--- config.mk ---
export PLATFORM = sky130hd
export DESIGN_NAME = sram_arb
export DESIGN_NICKNAME = d
export VERILOG_FILES = /design/src/rtl/sram_arb.sv
export SDC_FILE = /design/constraint.sdc
export NUM_CORES = 1
export LEC_CHECK = 0
export ABC_AREA = 1
export CAP_MARGIN = 20
export CORE_MARGIN = 8
export CORE_UTILIZATION = 40
export DETAILED_ROUTE_END_ITERATION = 10
export DONT_BUFFER_PORTS = 1
export GPL_TIMING_DRIVEN = 0
export HOLD_SLACK_MARGIN = 0.03
export MAX_ROUTING_LAYER = met4
export RECOVER_POWER = 100
export SLEW_MARGIN = 15
export SYNTH_ARGS = -nofsm -noshare
export SYNTH_HDL_FRONTEND = slang
export SYNTH_SLANG_ARGS = --single-unit
--- constraint.sdc ---
create_clock -name CLK -period 2.1 [get_ports CLK]
set_clock_uncertainty 0.2 [all_clocks]
set_input_delay 0.21 -clock CLK [delete_from_list [all_inputs] [get_ports CLK]]
set_output_delay 0.21 -clock CLK [all_outputs]
set_load 0.1 [all_outputs]
--- src/rtl/sram_arb.sv ---
// Access sequencer and arbiter for the external 16-bit async SRAM: clear sweep, histogram RMW, USB readout.
// Optional build macro SRAM_INC_SAT_EN: increments saturate at 0xFFFF instead of wrapping.
module sram_arb #(
  parameter int unsigned ADR_W  = 20,
  parameter int unsigned T_RD   = 2,
  parameter int unsigned T_WR   = 2,
  parameter int unsigned FAIR_N = 4
) (
  input  logic             CLK,
  input  logic             RSTN,
  input  logic             CLR_START,
  output logic             CLR_BUSY,
  output logic             CLR_DONE,
  input  logic             INC_REQ,
  input  logic [ADR_W-1:0] INC_ADR,
  output logic             INC_ACK,
  input  logic             RD_REQ,
  input  logic [ADR_W-1:0] RD_ADR,
  output logic             RD_ACK,
  output logic [15:0]      RD_DATA,
  output logic [ADR_W-1:0] SRAM_A,
  input  logic [15:0]      SRAM_DI,
  output logic [15:0]      SRAM_DO,
  output logic             SRAM_DOE,
  output logic             SRAM_CE_N,
  output logic             SRAM_OE_N,
  output logic             SRAM_WE_N
);

  localparam int unsigned T_MAX = (T_RD > T_WR) ? T_RD : T_WR;
  localparam int unsigned CNT_W = (T_MAX > 1) ? $clog2(T_MAX) : 1;
  localparam int unsigned STK_W = (FAIR_N > 0) ? $clog2(FAIR_N + 1) : 1;

  typedef enum logic [2:0] {
    S_IDLE, S_ADR, S_RDW, S_DONE, S_TURN, S_WRW, S_REC
  } state_e;

  typedef enum logic [1:0] {
    OP_RD, OP_INC, OP_CLR
  } op_e;

  state_e             state_q, state_d;
  op_e                op_q, op_d;
  logic [CNT_W-1:0]   cnt_q, cnt_d;
  logic [STK_W-1:0]   streak_q, streak_d;
  logic               clr_pend_q, clr_pend_d;
  logic               clr_busy_q, clr_busy_d;
  logic               clr_done_q, clr_done_d;
  logic [ADR_W-1:0]   adr_q, adr_d;
  logic [15:0]        dout_q, dout_d;
  logic [15:0]        rd_data_q, rd_data_d;
  logic               doe_q, doe_d;
  logic               ce_n_q, ce_n_d;
  logic               oe_n_q, oe_n_d;
  logic               we_n_q, we_n_d;
  logic               rd_ack_q, rd_ack_d;
  logic               inc_ack_q, inc_ack_d;

  logic               clr_req;
  logic               inc_win;
  logic               rd_last;
  logic               wr_last;
  logic               adr_last;
  logic [15:0]        inc_val;

  // Next state, arbitration and registered-output values derived from the next state
  always_comb begin
    state_d    = state_q;
    op_d       = op_q;
    cnt_d      = cnt_q;
    streak_d   = streak_q;
    clr_pend_d = clr_pend_q;
    clr_busy_d = clr_busy_q;
    adr_d      = adr_q;
    dout_d     = dout_q;
    rd_data_d  = rd_data_q;
    ce_n_d     = 1'b1;
    oe_n_d     = 1'b1;
    we_n_d     = 1'b1;
    doe_d      = 1'b0;
    rd_ack_d   = 1'b0;
    inc_ack_d  = 1'b0;
    clr_done_d = 1'b0;

    clr_req  = clr_pend_q | (CLR_START & ~clr_busy_q);
    inc_win  = INC_REQ & ~(RD_REQ & (streak_q == STK_W'(FAIR_N)));
    rd_last  = (cnt_q == CNT_W'(T_RD - 1));
    wr_last  = (cnt_q == CNT_W'(T_WR - 1));
    adr_last = &adr_q;
`ifdef SRAM_INC_SAT_EN
    inc_val  = (&SRAM_DI) ? SRAM_DI : SRAM_DI + 16'd1;
`else
    inc_val  = SRAM_DI + 16'd1;
`endif

    // A start pulse is only accepted while no clear is pending or running
    if (CLR_START && !clr_busy_q) begin
      clr_busy_d = 1'b1;
      clr_pend_d = 1'b1;
    end

    case (state_q)
      S_IDLE: begin
        if (clr_req) begin
          state_d    = S_ADR;
          op_d       = OP_CLR;
          adr_d      = '0;
          dout_d     = '0;
          clr_pend_d = 1'b0;
          if (!RD_REQ) streak_d = '0;
        end else if (inc_win) begin
          state_d  = S_ADR;
          op_d     = OP_INC;
          adr_d    = INC_ADR;
          streak_d = RD_REQ ? streak_q + STK_W'(1) : '0;
        end else if (RD_REQ) begin
          state_d  = S_ADR;
          op_d     = OP_RD;
          adr_d    = RD_ADR;
          streak_d = '0;
        end else begin
          streak_d = '0;
        end
      end
      S_ADR: begin
        cnt_d   = '0;
        state_d = (op_q == OP_CLR) ? S_WRW : S_RDW;
      end
      S_RDW: begin
        if (rd_last) begin
          cnt_d = '0;
          if (op_q == OP_RD) begin
            state_d   = S_DONE;
            rd_data_d = SRAM_DI;
          end else begin
            state_d = S_TURN;
            dout_d  = inc_val;
          end
        end else begin
          cnt_d = cnt_q + CNT_W'(1);
        end
      end
      S_DONE: state_d = S_IDLE;
      S_TURN: begin
        cnt_d   = '0;
        state_d = S_WRW;
      end
      S_WRW: begin
        if (wr_last) begin
          cnt_d   = '0;
          state_d = S_REC;
        end else begin
          cnt_d = cnt_q + CNT_W'(1);
        end
      end
      S_REC: begin
        // The clear sweep loops straight back to ADR until the top word is written
        if (op_q == OP_CLR && !adr_last) begin
          state_d = S_ADR;
          adr_d   = adr_q + ADR_W'(1);
        end else begin
          state_d = S_IDLE;
          if (op_q == OP_CLR) clr_busy_d = 1'b0;
        end
      end
      default: state_d = S_IDLE;
    endcase

    case (state_d)
      S_ADR: begin
        ce_n_d = 1'b0;
        doe_d  = (op_d == OP_CLR);
      end
      S_RDW: begin
        ce_n_d = 1'b0;
        oe_n_d = 1'b0;
      end
      S_DONE: begin
        ce_n_d   = 1'b0;
        rd_ack_d = 1'b1;
      end
      S_TURN: begin
        ce_n_d = 1'b0;
        doe_d  = 1'b1;
      end
      S_WRW: begin
        ce_n_d = 1'b0;
        we_n_d = 1'b0;
        doe_d  = 1'b1;
      end
      S_REC: begin
        ce_n_d     = 1'b0;
        doe_d      = 1'b1;
        inc_ack_d  = (op_d == OP_INC);
        clr_done_d = (op_d == OP_CLR) && adr_last;
      end
      default: ;
    endcase
  end

  // State and output registers; reset aborts any op with strobes released
  always_ff @(posedge CLK or negedge RSTN) begin
    if (!RSTN) begin
      state_q    <= S_IDLE;
      op_q       <= OP_RD;
      cnt_q      <= '0;
      streak_q   <= '0;
      clr_pend_q <= 1'b0;
      clr_busy_q <= 1'b0;
      clr_done_q <= 1'b0;
      adr_q      <= '0;
      dout_q     <= '0;
      rd_data_q  <= '0;
      doe_q      <= 1'b0;
      ce_n_q     <= 1'b1;
      oe_n_q     <= 1'b1;
      we_n_q     <= 1'b1;
      rd_ack_q   <= 1'b0;
      inc_ack_q  <= 1'b0;
    end else begin
      state_q    <= state_d;
      op_q       <= op_d;
      cnt_q      <= cnt_d;
      streak_q   <= streak_d;
      clr_pend_q <= clr_pend_d;
      clr_busy_q <= clr_busy_d;
      clr_done_q <= clr_done_d;
      adr_q      <= adr_d;
      dout_q     <= dout_d;
      rd_data_q  <= rd_data_d;
      doe_q      <= doe_d;
      ce_n_q     <= ce_n_d;
      oe_n_q     <= oe_n_d;
      we_n_q     <= we_n_d;
      rd_ack_q   <= rd_ack_d;
      inc_ack_q  <= inc_ack_d;
    end
  end

  assign CLR_BUSY  = clr_busy_q;
  assign CLR_DONE  = clr_done_q;
  assign INC_ACK   = inc_ack_q;
  assign RD_ACK    = rd_ack_q;
  assign RD_DATA   = rd_data_q;
  assign SRAM_A    = adr_q;
  assign SRAM_DO   = dout_q;
  assign SRAM_DOE  = doe_q;
  assign SRAM_CE_N = ce_n_q;
  assign SRAM_OE_N = oe_n_q;
  assign SRAM_WE_N = we_n_q;

endmodule
==> results of run 1 <==
## cell type report
type                            instances  share of cell area, %
Timing Repair Buffer                   69                  12.88
Buffer                                 16                  2.041
Inverter                               50                  3.612
Clock inverter                          7                  1.970
Clock buffer                            9                  2.322
Tap cell                              133                  3.120
Sequential cell                        70                  34.29
Multi-Input combinational cell        419                  39.76
## flip-flops by register name (all words and copies together), names as in the netlist, 2 cells and up
name / flops
SRAM_A: 20
streak_q: 3
SRAM_DO: 16
state_q: 3
op_q: 2
RD_DATA: 16
## how the worst min path moves through the flow
stage / from / to / slack, ns / cells after the start
CTS: SRAM_DI[10] / SRAM_DO[12] / 0.03 / 6
detailed placement: RSTN / SRAM_A[12] / -0.28 / 0
global route: SRAM_DI[13] / SRAM_DO[14] / 0.07 / 5
finish: SRAM_DI[13] / SRAM_DO[14] / 0.05 / 5
floorplan: RSTN / CLR_BUSY / -0.29 / 0
global placement: RSTN / SRAM_A[12] / -0.28 / 0
## metal layers
layer	up-vias	wire, µm	track usage (%)
met5	-	0	-
met4	0	303	10.20
met3	28	1148	4.429
met2	168	6290	31.48
met1	1918	5699	24.73
li1	1953	-	-
## critical path, delay by kind of cell, from the launching register on
| family | cells | cell delay [ns] |
|---|---|---|
| and+or+nand+nor | 5 | 0.69 |
| DFF | 1 | 0.66 |
| adders and majority gates | 1 | 0.22 |
| buffers and inverters | 2 | 0.20 |
| AOI/OAI and AO/OA | 1 | 0.09 |
## layout by cell type, fill, tap and decap left out, types with 5 or more instances in the layout
cell and n:
inv_1 44, buf_2 5, inv_2 5, dfrtp_1 46
clkbuf_8 9, dlygate4sd3_1 59, nor3_1 6, nand3_1 30
xnor2_1 6, dfrtp_4 19, o21a_1 14, nand2_1 171
nand2_2 26, a21oi_1 15, buf_4 7, o21ai_0 58
nor2_1 45
## cells by family after synthesis
group	after synthesis	synth area share, %
xor gates and xnor gates	8	1.758
and+or+nand+nor	304	31.36
AOI/OAI and AO/OA	102	14.37
adders and majority gates	4	1.256
muxes	1	0.2511
DFF	70	44.04
buffers and inverters	66	6.968
## stage by stage
stage | TNS [ns] | instances | setup slack, ns
3_5_place_dp | -7.025 | 688 | -0.2835
5_1_grt | -2.814 | 773 | -0.1674
4_1_cts | -0.4296 | 767 | -0.03981
6_report | -0.9096 | 773 | -0.07770
2_1_floorplan | 0 | 555 | 0.01660
3_3_place_gp | -5.849 | 688 | -0.2479
## timing repair
action	CTS	global route
pin swaps	5	8
setup buffers	3	5
resized for setup	19	64
cloned	0	2
hold buffers	60	0
endpoints found under the setup margin	42	50
hold endpoints to repair	130	0
==> impl_summary.md, run 1 <==
Routing
For this block, the initial DRC count from the detailed router was about 360. The total routed wirelength is roughly 13,000 µm. In the routed design, unresolved DRC markers number 0. Using the TritonRoute via totals, the vias-per-cell ratio works out to between 5 and 6. The routed layout has ~4,100 vias. The detailed-router iteration count before antenna repair is 5. The count of nets left with antenna violations after detail routing is 0. After detailed routing, the average wire length per cell comes to ~17 µm.

Layout
The area of combinational cells with multiple inputs is ~2100 µm². The antenna diode instance count is 0. Cells with a size suffix above 1 make up ~18% of the layout. The layout filler cell count is roughly 930. From synthesis to final layout, the design area changed by 33.80%.

Registers take 1829 µm². Once layout is done, the placed cells without fillers occupy between 5000 and 6000 µm². Measured on the finished design, the core utilization comes to between 50 and 60%. The number of nets in the final layout is 700.

Die
The starting density of the core is slightly above 40%. The boundary pin count is between 100 and 150. The core region is slightly below 10,000 µm². The die height is 115.8 µm. The x dimension of the die is between 100 and 150 µm.

Row generation in the floorplan step produced 36 rows. The overall die area is ~13,000 µm².

Synthesis
During synthesis, Yosys emitted a total of 0 warnings. A synthesized cell averages ~7.2 µm². Yosys mapped the design onto 35 distinct sky130hd cell types. The synthesized design spends more area on one cell type than any other, namely dfrtp_1. The synthesized design contains 0 enable-type register cells. Ranked by total cell area, the synthesized netlist is headed by dfrtp_1, nand2_1, o21ai_0, nor2_1, inv_1.

The share of flip-flops with an asynchronous set or reset is 100.0%. The post-synthesis cell area is 3986 µm². After synthesis the netlist holds a flip-flop and latch count of 70. Counting instances in the post-synthesis netlist gives the leading cell types as nand2_1, dfrtp_1, o21ai_0.

Counting every instance in the synthesized netlist gives ~560. The sequential fraction of the synthesis area is 44.04%. The leading cell type by number of instances after synthesis is nand2_1. Counting every net in the synthesized netlist gives between 600 and 700. The top cell type's share of synthesized area is a little over two fifths. The primary flip-flop cell chosen by synthesis mapping is dfrtp_1.

Placed design
The instance area after placement is approximately 4200 µm². The post-detailed-placement half-perimeter wirelength is 9026 µm. Input and output buffers added on the ports amount to 0. Routability-driven placement finished with a final weighted congestion of slightly above 0.9.

Run status
The final reports fail on negative setup slack. The run finished, with violations left.

Global routing
The number of antenna violations at the first check in global routing is 0. Global routing used 20.39% of the available tracks. The first global-routing pass estimated between 20,000 and 25,000 µm of wire.

Entering global routing, the biggest net connects 71 pins. After global routing the overflow that remains totals 0. The via count of the first global-routing pass is between 4,000 and 5,000.

Setup path
The endpoint class of the critical path is a flop. The delay of the slowest cell on the worst path is 0.66 ns. The first element of the critical path is SRAM_A[0]. The data arrival time of the critical path is around 2.2 ns. The end of the critical path is CLR_BUSY. By startpoint and endpoint, the worst setup path is classified as reg2reg. In this run the critical register-to-register path is captured at CLR_BUSY. Across all register-to-register paths, the minimum setup slack is -0.08 ns. The worst-path cell with the longest stage delay is dfrtp_4. The startpoint identified for the worst register-to-register timing path is SRAM_A[0].

The worst reg2reg path depth is 9. Of all nets on the critical path, the largest fanout is 5. The signal on the critical path passes through ha_4 -> nand3_4 -> nor3_4 -> buf_4 -> nand3_1 -> nor3_2 -> nand2_1 -> o21ai_1 -> inv_1. STA classifies the critical path startpoint as a flop. Data on the critical path is required at its endpoint by around 2.2 ns.

CTS
In this run, CTS created clock tree buffers numbering 9. The longest clock path from root to sink contains 2 buffers. The number of levels the H-tree was split into is 3. The latest clock arrival within the worst-skew pair is 0.36 ns. In this run the clock root is driven by a clkbuf_8. TritonCTS built the clock tree. Clock-pin slew was measured on the worst setup and hold paths at 0.09 ns. The number of sinks driven by the clock tree is 70.

STA
The timing-limited maximum frequency is around 0.46 GHz. The number of hold violations in the final report was 0. The tightest hold path in the finished design has a slack of a little over 0.05 ns. The actual transition at the worst max-transition pin is a little under 1 ns. The final worst-path cycle share is 103.7%. Setup repair after global routing could not meet its margin everywhere.

The routed design could run at a clock period as short as 2.178 ns. Headroom to the max-slew limit came out at 34.34%. The count of endpoints failing setup in the final report is 22. The max-slew violation count came to 0. The final worst slack is -0.07770 ns.

Flow run
Across the run, the number of max-cap violations was 0.

Hold path
The worst hold path class is in2reg.
Power of run 1 is not shown: default switching activity piles up to over one toggle a cycle in this logic, so the estimate is an artifact.
==> inputs of run 2 (changes only) <==
--- a/config.mk
+++ b/config.mk
@@ -8,7 +8,7 @@
 export ABC_AREA = 1
 export CAP_MARGIN = 20
 export CORE_MARGIN = 8
-export CORE_UTILIZATION = 40
+export CORE_UTILIZATION = 50
 export DETAILED_ROUTE_END_ITERATION = 10
 export DONT_BUFFER_PORTS = 1
 export GPL_TIMING_DRIVEN = 0
==> impl_summary.md, run 2 (same netlist as run 1, synthesis figures left out) <==
Run status
Run status: finished with violations (unchanged). Failing checks: negative setup slack (unchanged).

CTS
The root buffer cell is clkbuf_8 (unchanged). The clock transition time at the flip-flop clock pins of the worst setup and hold paths is 0.07 ns (was 0.09 ns). The number of levels the H-tree was split into is 3 (unchanged). The maximum clock insertion buffer count is 2 (unchanged). The TritonCTS clock tree is yes (unchanged). The latest clock arrival within the worst-skew pair is 0.35 ns (was 0.36 ns).

The clock buffer count from CTS came to 9 (unchanged). The number of sinks driven by the clock tree is 70 (unchanged).

Hold path
The hold-critical path depth was 5 (unchanged). The worst hold path class is in2reg (unchanged).

Global routing
The leftover overflow at the end of global routing is 0 (unchanged). The via count of the first global-routing pass is 3,758 (was 4,067). The total routing resource utilization after global routing is 22.90% (was 20.39%). The number of antenna violations at the first check in global routing is 1 (was 0). The largest net degree at the start of global routing came to 71 (unchanged).

The wire length of the first global-routing pass was 19,940 µm (was 20,710 µm).

Setup path
The worst reg2reg path depth is 9 (unchanged). The required time of the worst setup path is 2.14 ns (was 2.15 ns). The endpoint class of the critical path is a flop (unchanged). The startpoint class of the critical path is a flop (unchanged). The top fanout value on the critical path is 6 (was 5). The class of the most critical setup path is reg2reg (unchanged). The data arrival time of the critical path is 2.22 ns (was 2.23 ns).

Layout
The area added between synthesis and finish is 28.88% (was 33.80%). The flip-flop count of the largest register, all copies and words added is 20 (unchanged). The most common cell after layout, fill and taps aside is nand2_1 (unchanged).

The final standard cell area without fillers is 5137 µm² (was 5334 µm²). The layout filler cell count is 676 (was 931). The number of nets in the final layout came to 694 (was 700). The share of layout cells above drive strength 1 is 15.46% (was 18.13%). Most used cells in the layout excluding fill and tap cells: nand2_1, o21ai_0, dlygate4sd3_1 (was nand2_1, dlygate4sd3_1, o21ai_0).

Routing
The detailed-route via count came to 3,974 (was 4,067). The detailed-router iteration count before antenna repair was 6 (was 5). The routed length per instance came to 17.39 µm (about the same). The per-cell via count in the routed design is 5.392 (was 5.261).

The number of design-rule violations left by the first detailed-router iteration is 231 (was 358). The count of nets left with antenna violations after detail routing is 0 (unchanged). The total routed wirelength is 12,810 µm (was 13,440 µm). The final routed DRC violation total is 0 (unchanged).

STA
The max-slew violation count is 0 (unchanged). The timing-limited maximum frequency is 0.4586 GHz (was 0.4592 GHz). RSZ-0062 raised after global routing: yes (unchanged). The minimum period implied by the final worst setup slack was 2.181 ns (was 2.178 ns). The actual transition at the worst max-transition pin was 0.9742 ns (was 0.9848 ns). The final worst-path cycle share is 103.8% (was 103.7%). The final worst slack is -0.08060 ns (was -0.07770 ns).

The worst slew margin relative to its limit is 35.05% (was 34.34%). The count of endpoints failing setup in the final report came to 22 (unchanged). The number of hold violations in the final report is 0 (unchanged).

Die
The die height was 105.3 µm (was 115.8 µm). The core area is 7727 µm² (was 9729 µm²). The x dimension of the die is 105.3 µm (was 115.8 µm).

The placement row count came to 32 (was 36). The starting density of the core is 51.59% (was 40.97%). The boundary pin count came to 121 (unchanged). The overall die area is 11,090 µm² (was 13,420 µm²).

Placed design
The port buffer count is 0 (unchanged). The final weighted congestion of routability-driven global placement is 0.9442 (was 0.9285). The instance area after placement is 4163 µm² (was 4202 µm²). The post-detailed-placement half-perimeter wirelength was 8679 µm (was 9026 µm).

Flow run
The number of violations of the max-capacitance limit came to 0 (unchanged).
run 2: worst paths after layout:
check                            startpoint          end  slack (ns)
worst max-delay path              SRAM_A[2]   SRAM_A[17]       -0.08
worst min-delay path            SRAM_DI[12]  SRAM_DO[14]        0.05
worst max register to register    SRAM_A[2]   SRAM_A[17]       -0.08
worst min register to register  streak_q[0]  streak_q[0]        0.32
max in group asynchronous              RSTN    SRAM_A[2]        0.50
min in group asynchronous              RSTN   SRAM_A[14]        0.42
run 2: cell type report:
type | instances | area [µm²] | area share, %
Clock buffer | 11 | 141.4 | 2.752
Clock inverter | 5 | 33.78 | 0.6576
Antenna cell | 1 | 2.502 | 0.04871
Buffer | 16 | 106.4 | 2.070
Sequential cell | 70 | 1829 | 35.61
Multi-Input combinational cell | 419 | 2073 | 40.36
Tap cell | 102 | 127.6 | 2.484
Inverter | 50 | 192.7 | 3.751
Timing Repair Buffer | 63 | 630.6 | 12.27
run 2: what timing repair did:
item / in CTS / in global routing
hold buffers: 57 / 0
buffers inserted: 3 / 2
endpoints found under the setup margin: 44 / 55
gates cloned: 0 / 1
pin swaps: 5 / 2
hold endpoints to repair: 130 / 0
resized for setup: 19 / 43
run 2: worst max-delay path, stage by stage (launching register included):
cell and delay, ns:
dfrtp_4 0.66, nand3_1 0.26, inv_1 0.25, nand2_1 0.14, nor2_1 0.17, nand3_1 0.11
nand3_1 0.10, nand2_1 0.06, nand2_2 0.07, nand2_1 0.04
run 2: stage by stage:
step | hold slack (ns) | worst slack, ns | util, % | TNS [ns] | cells
after detailed placement | -0.2828 | -0.3110 | 53.87 | -6.988 | 657
final | 0.05176 | -0.08060 | 66.48 | -1.065 | 737
after CTS | 0.03120 | -0.06010 | 64.80 | -0.9230 | 733
after global routing | 0.06397 | -0.1522 | 66.48 | -3.016 | 737
after global placement | -0.2836 | -0.2754 | 53.87 | -6.825 | 657
after floorplan | -0.2856 | 0.01660 | - | 0 | 555
run 2: routing by layer:
metal  wire [µm]  global-route usage [%]  vias to the layer above
li1            -                       -                     1938
met4         262                   8.257                        0
met2        5953                   34.98                      150
met5           0                       -                        -
met3         821                   4.629                       23
met1        5776                   29.50                     1863
Power of run 2 is left out for the same reason.
